## src/rtl/score_conversion_pkg.sv

```systemverilog
// Shared definitions for the rhythm-game score conversion block:
// judgement encodings, point values, bonus threshold and saturation limits.
package score_conversion_pkg;

    // Judgement encoding delivered by each lane's hit detector
    typedef enum logic [1:0] {
        PERFECT = 2'b00,
        GOOD    = 2'b01,
        MISS    = 2'b10,
        NO_NOTE = 2'b11
    } judgement_e;

    // Base points per lane and the per-hit bonus once the combo is long enough
    localparam logic [7:0] PTS_PERFECT = 8'd100;
    localparam logic [7:0] PTS_GOOD    = 8'd50;
    localparam logic [7:0] PTS_BONUS   = 8'd10;

    // Combo length (before the event) at which every hit lane earns the bonus
    localparam logic [7:0] COMBO_BONUS_THRESHOLD = 8'd10;

    // Saturation ceilings for the accumulators
    localparam logic [15:0] SCORE_MAX = 16'hFFFF;
    localparam logic [7:0]  COMBO_MAX = 8'hFF;

    // Add event points to the running score, clamping at SCORE_MAX
    function automatic logic [15:0] score_sat_add(input logic [15:0] score_in,
                                                  input logic [8:0]  points_in);
        logic [16:0] sum;
        sum = {1'b0, score_in} + {8'b0, points_in};
        if (sum[16]) begin
            return SCORE_MAX;
        end
        return sum[15:0];
    endfunction

    // Add hit lanes to the combo counter, clamping at COMBO_MAX
    function automatic logic [7:0] combo_sat_add(input logic [7:0] combo_in,
                                                 input logic [1:0] hits_in);
        logic [8:0] sum;
        sum = {1'b0, combo_in} + {7'b0, hits_in};
        if (sum[8]) begin
            return COMBO_MAX;
        end
        return sum[7:0];
    endfunction

endpackage : score_conversion_pkg

```

## src/rtl/score_conversion_lane_points.sv

```systemverilog
// Converts one lane's judgement into points (with optional combo bonus)
// and a hit flag. Purely combinational; one instance per lane.
module lane_points
    import score_conversion_pkg::*;
(
    input  logic [1:0] judgement,
    input  logic       bonus_en,
    output logic [7:0] points,
    output logic       hit
);

    // Map judgement to base points; hits additionally earn the bonus when enabled
    always_comb begin
        points = 8'd0;
        hit    = 1'b0;
        case (judgement)
            PERFECT: begin
                hit    = 1'b1;
                points = bonus_en ? (PTS_PERFECT + PTS_BONUS) : PTS_PERFECT;
            end
            GOOD: begin
                hit    = 1'b1;
                points = bonus_en ? (PTS_GOOD + PTS_BONUS) : PTS_GOOD;
            end
            default: begin
                hit    = 1'b0;
                points = 8'd0;
            end
        endcase
    end

endmodule : lane_points

```

## src/rtl/score_conversion.sv

```systemverilog
// Score and combo accumulator for a two-lane rhythm game. Each valid judging
// event adds both lanes' points to a saturating 16-bit score and updates a
// saturating 8-bit combo counter; a MISS on either lane breaks the combo.
module score_conversion
    import score_conversion_pkg::*;
(
    input  logic        clk,
    input  logic        rst,
    input  logic        judgement_valid,
    input  logic [1:0]  judgement_up,
    input  logic [1:0]  judgement_down,
    output logic [15:0] score,
    output logic [7:0]  combo
);

    logic [15:0] score_q, score_d;
    logic [7:0]  combo_q, combo_d;

    logic        bonus_en;
    logic [7:0]  up_points, down_points;
    logic        up_hit, down_hit;
    logic [8:0]  event_points;
    logic [1:0]  hit_count;
    logic        any_miss;

    // Bonus decision uses the combo as it stood before this event
    assign bonus_en = (combo_q >= COMBO_BONUS_THRESHOLD);

    lane_points u_lane_up (
        .judgement (judgement_up),
        .bonus_en  (bonus_en),
        .points    (up_points),
        .hit       (up_hit)
    );

    lane_points u_lane_down (
        .judgement (judgement_down),
        .bonus_en  (bonus_en),
        .points    (down_points),
        .hit       (down_hit)
    );

    // Combine both lanes: total points, number of hits, and combo-break flag
    always_comb begin
        event_points = {1'b0, up_points} + {1'b0, down_points};
        hit_count    = {1'b0, up_hit} + {1'b0, down_hit};
        any_miss     = (judgement_up == MISS) || (judgement_down == MISS);
    end

    // Next-state for score and combo; idle cycles simply hold
    always_comb begin
        score_d = score_q;
        combo_d = combo_q;
        if (judgement_valid) begin
            score_d = score_sat_add(score_q, event_points);
            combo_d = any_miss ? 8'd0 : combo_sat_add(combo_q, hit_count);
        end
    end

    // State registers; reset clears immediately and discards any pending event
    always_ff @(posedge clk or posedge rst) begin
        if (rst) begin
            score_q <= 16'h0000;
            combo_q <= 8'h00;
        end else begin
            score_q <= score_d;
            combo_q <= combo_d;
        end
    end

    assign score = score_q;
    assign combo = combo_q;

endmodule : score_conversion

```

## config.mk

```make
export PLATFORM = sky130hd
export DESIGN_NAME = score_conversion
export DESIGN_NICKNAME = d
export VERILOG_FILES = /design/src/rtl/score_conversion_pkg.sv /design/src/rtl/score_conversion_lane_points.sv /design/src/rtl/score_conversion.sv
export SDC_FILE = /design/constraint.sdc
export NUM_CORES = 1
export LEC_CHECK = 0
export CORE_ASPECT_RATIO = 0.75
export CORE_MARGIN = 2
export CORE_UTILIZATION = 50
export CTS_BUF_LIST = sky130_fd_sc_hd__clkbuf_4 sky130_fd_sc_hd__clkbuf_8
export DETAILED_ROUTE_END_ITERATION = 10
export DONT_BUFFER_PORTS = 1
export HOLD_SLACK_MARGIN = 0.15
export PLACE_DENSITY = 0.77
export SLEW_MARGIN = 30
export SYNTH_ARGS = -nofsm -noshare
export SYNTH_HDL_FRONTEND = slang
export SYNTH_SLANG_ARGS = --single-unit
export TNS_END_PERCENT = 30
```

## constraint.sdc

```tcl
create_clock -name clk -period 4.3 [get_ports clk]
set_input_delay 0.86 -clock clk [delete_from_list [all_inputs] [get_ports clk]]
set_output_delay 0.86 -clock clk [all_outputs]
set_load 0.01 [all_outputs]
```

# ---- After elaboration in Yosys (flattened, before gate mapping)
# Index checks and enable logic that the tools add are counted.
dict set report word_totals {
  reg_bits 24
  inputBits 7
  out_inout_bits 24
  wordCells 31
}
dict set report classes {
  addsub 4
  order_cmp 1
  n_eq_ne 4
  muxes 15
  n_reduce_logical 5
}
# op count
set op_table {}
lappend op_table {{$mux 16} 2}
lappend op_table {{$pmux 8 s2} 2}
lappend op_table {{$mux 8} 3}
lappend op_table {{$add 16x9->17} 1}
lappend op_table {{$add 8x2->9} 1}
lappend op_table {{$add 8x8->9} 1}
lappend op_table {{$ge 8x4->1 const B} 1}
lappend op_table {{$mux 4} 2}
lappend op_table {{$mux 1} 6}
lappend op_table {{$eq 2x1->1 const B} 2}
lappend op_table {{$eq 2x2->1 const B} 2}
lappend op_table {{$logic_not 2->1} 2}
lappend op_table {{$reduce_or 2->1} 2}
lappend op_table {{$add 1x1->2} 1}
lappend op_table {{$logic_or 1x1->1} 1}

# ---- Longest topological paths before layout
dict set report logic_depth {
  ltp_word 9
  depth_mapped 15
  mapped_depth_nobuf 14
}

# ---- By module
# From an unflattened synthesis, not the netlist that was laid out.
dict set report hier_totals {
  hier_cells 196
  area_unflattened_um2 1859.3
}
# module n_inst cells_each area_per_inst_um2 seq_area_each_um2
set by_module_without_submodules {}
lappend by_module_without_submodules {score_conversion 1 172 1729.2 600.6}
lappend by_module_without_submodules {lane_points 2 12 65.1 0.0}

# ---- Worst setup path after synthesis
# Ideal clock, no wire load.
dict set report synth_timing {
  kind {register to register}
  start {register combo_q[7] (netlist: combo[7])}
  end {register score_q[14] (netlist: score[14])}
  setup_time_ns 0.127
  arrival_time_ns 3.250
  required_ns 4.173
  setup_slack_ns 0.922
  path_stages_with_launch 16
  path_buffers 1
  period_less_slack_ns 3.378
  path_cell_list {dfrtp_1 nor4_1 and2_1 clkbuf_1 xnor2_1 nand2_1 fa_1 inv_1 ha_1 inv_1 fa_1 nand2b_1 a21oi_2 o31ai_4 nor2_1 mux2_1}
}
dict set report synth_between {
  elab_chain_len 8
  word_cells_on_any_way 10
  cone_classes {add/sub (2); order compare (1); mux (7)}
}
# item line
set synth_lines {}
lappend synth_lines {{start: declaration} score_conversion.sv:17} ;# logic [7:0] combo_q, combo_d;
lappend synth_lines {{start signal: assignment} score_conversion.sv:67} ;# combo_q <= combo_d;
lappend synth_lines {{$ge 8x4->1 (*)} score_conversion.sv:27} ;# assign bonus_en = (combo_q >= COMBO_BONUS_THRESHOLD);
lappend synth_lines {{$mux 4 (on tied branches)} {score_conversion_lane_points.sv:23, score_conversion_lane_points.sv:19}}
lappend synth_lines {{$pmux 8 s2} score_conversion_lane_points.sv:16} ;# case (judgement)
lappend synth_lines {{$add 8x8->9 (*)} score_conversion.sv:45} ;# event_points = {1'b0, up_points} + {1'b0, down_points};
lappend synth_lines {{$add 16x9->17 (*)} score_conversion_pkg.sv:29} ;# sum = {1'b0, score_in} + {8'b0, points_in};
lappend synth_lines {{$mux 1} score_conversion_pkg.sv:30} ;# if (sum[16]) begin
lappend synth_lines {{$mux 1} score_conversion.sv:54} ;# if (judgement_valid) begin
lappend synth_lines {{$mux 16 (*)} score_conversion_pkg.sv:33} ;# return sum[15:0];
lappend synth_lines {{end signal: assignment} score_conversion.sv:66} ;# score_q <= score_d;
lappend synth_lines {{end: declaration} score_conversion.sv:16} ;# logic [15:0] score_q, score_d;
# Mark *: on every way between the ends. The rest lies on a longest branch, timed or not. The select of a mux whose other input is x is not followed.
# A chain may end at the register's enable or synchronous reset.

# ---- Worst setup path after layout
dict set report layout_timing {
  start {register combo_q[7] (netlist: combo[7])}
  end {register score_q[10] (netlist: score[10])}
}
# The elaborated chain is that of the path after synthesis.

==> out/qor.yml <==
status: "finished, final reports clean"
yosys.area.top_type: "dfrtp_1"
synth-simple-area-share_pct: 17.4
io_pins: 31
hold_buffers: 0
dp.cells: 214
rsz0062_at_grt: "false"
final_antenna_net_count: 0
antenna_found_initial: 0
synthToLayoutAreaGrowth_pct: 4.33
crit_type: "flop to flop"
clock_latency_ns: 0.27
dp_hpwl_um: 2820
synth_nets: 200
crit_buf_inv: 1
dpl-instance-area_mm2: 0.00174
gp_congestion: 0.857
rows: 18
drt_pass1_iterations: 4
grt_overflow_total: 0
max_freq_ghz: 0.274
worstPathRequired_ns: 4.46
yosys_warnings: 0
swShare_pct: 43.9
ys_ff_latch: 24
core_region_area_mm2: 0.00329
cts-root-buf: "clkbuf_8"
synth_fa_ha_area_share_pct: 14.5
grt_pass1_vias: 1300
yosys-top-cells-area: "dfrtp_1 35%, fa_1 9.4%, ha_1 5.1%, mux2_1 4.6%, inv_1 3.7%"
place_ws_ns: 0.698
htree_levels: 1
route.detailed.drc: 0
synth_xor_area_share_pct: 3.08
ctsResizeCount: 0
wirelength_um: 3800
synth_top_family_by_area: "compound AO/OA/AOI/OAI gates"
hold_ws_ns: 0.500
cts_buffers: 3
power_switching_uw: 416
p_leak_uw: 0.000790
dr_total_vias: 1323
end_kind: "flop"
min_path_type: "input pin to asynchronous set/reset pin"
synth_top_cell_area_share_pct: 35.2
drt_iter0_drc: 90
cp_max_fo: 7
clk_pin_slew_ns: 0.09
cp_common_cell: "fa_1"
worstPathCellList: "nor4_1, and2_1, a21oi_1, fa_1, ha_1, inv_1, fa_1, nand2b_1, a21oi_2, o31ai_4, nor2_1, mux2_1"
die_area_mm2: 0.00390
internal_power_uw: 533
via_per_inst: 6.10
postSynthCellCount: 178
cts_tree: "yes"
drive_above_1_share_pct: 6.21
slew_violations: 0
fin_cells: 217
slowest_delay_ns: 0.54
grt_max_degree: 28
synth_compound_area_share_pct: 19.9
ys_types: 37
maxCapViolCount: 0
clock-sinks: 24
port_buffers: 0
final_nets: 201
max_slew_margin_pct: 64.6
finalHoldViolCount: 0
fp.dieH_um: 54.6
grt_usage_pct: 21.6
start_util_pct: 51.9
peakVddDrop_uv: 198
p_seq_share_pct: 42.1
worst_slew_pin_slew_ns: 0.530
critPathArrivalTime_ns: 3.81
finClkSkew_ns: 0.00879
avgRoutedWirePerCell_um: 17.5
power_frac_comb_pct: 43.7
critPathSlowestCell: "fa_1"
synth_mux_area_share_pct: 5.21
pwr-share-clk_pct: 14.2
p_per_area_mw_per_mm2: 533
setup_viol: 0
stdcell_area_mm2: 0.00178
min_period_ns: 3.65
die_x_um: 71.5
cts_setup_buffers: 0
grt_pass1_wl_um: 6330
yosysSeqAreaShare_pct: 35.2
path_delay_family: "adder cells"
worstSetupStartpointType: "flop"
clock_path_buffers: 2
n_antenna_cell: 0
syn_area_mm2: 0.00171
setup_tns_ns: 0
period_share_pct: 84.9
syn_area_per_cell_um2: 9.59
worst_slack_ns: 0.649
[metrics by stage]
stage	total power (µW)	utilization, %
global route	1030	54.1
detailed placement	817	52.9
global placement	795	52.9
finish	949	54.1
floorplan	731	-
CTS	955	54.1
[metal layers]
metal | share of wire (%) | track usage [%] | vias up | routed length [µm]
li1 | - | - | 627 | -
met3 | 7.2 | 6.26 | 6 | 272
met5 | 0 | 0 | - | 0
met2 | 45 | 30.9 | 47 | 1700
met1 | 46 | 30.4 | 643 | 1760
met4 | 1.8 | 9.75 | 0 | 70
[power by group through the flow]
stage	Sequential, µW	Clock (µW)	Combinational [µW]
2_1_floorplan	380	0	351
3_3_place_gp	401	0	394
3_5_place_dp	405	0	412
4_1_cts	401	139	415
5_1_grt	416	146	468
6_report	399	135	415
[kinds of logic (layout without fill, tap and decap cells)]
logic type | Yosys count | in the layout
compound gates | 44 | 44
simple gates | 60 | 60
xor+xnor | 6 | 6
flops | 24 | 24
fa+ha+maj | 15 | 15
buf+inv | 21 | 20
mux | 8 | 8
[state kept, by name, summed over array words and instances (netlist names)]
register  flops
score        16
combo         8
[layout by cell type, fill, tap and decap left out, drive strengths merged, types with 3 or more instances in the layout]
master and n:
nand3 8, nand2 14, o21ai 12, inv 17, dfrtp 24, a31oi 5, nand2b 4, nand4 4
and3 8, fa 8, nor2 17, o211ai 3, clkbuf 3, mux2 7, xnor2 5, a21oi 10
o22a 3, ha 7
[synthesized netlist by cell type]
library cell	instances
nor4_1	1
nand2b_1	4
buf_2	2
o21bai_1	1
o2111ai_1	1
o211ai_1	3
a31oi_1	4
nor2_1	16
nor2_2	1
a21o_1	1
xnor2_1	5
dfrtp_1	24
nand4_2	1
o311ai_0	1
fa_1	8
nand4_1	3
a2bb2oi_1	1
o2bb2ai_1	2
a21oi_1	8
mux2_1	7
a21oi_4	1
mux2i_1	1
nand2_1	14
nand3_1	8
a22o_1	2
o22a_1	3
xor2_1	1
a21oi_2	1
o21ai_0	12
a31oi_4	1
o31ai_4	2
inv_1	17
nor2b_1	2
clkbuf_1	2
and2_1	2
and3_1	8
ha_1	7
[final timing paths]
kind	from	cells past startpoint	slack [ns]	endpoint
min reg2reg	score[0]	1	0.56	score[0]
min	rst	1	0.50	score[10]
max in group asynchronous	rst	1	3.44	combo[1]
min in group clk	score[0]	1	0.56	score[0]
max reg2reg	combo[7]	12	0.65	score[10]
max	combo[7]	12	0.65	score[10]
[final cells by class]
cell class	instances	area (µm²)
Fill cell	293	1510
Tap cell	40	50.0
Sequential cell	24	601
Multi-Input combinational cell	133	1020
Inverter	17	63.8
Clock buffer	3	41.3
Power figures use the tool's default switching activity.
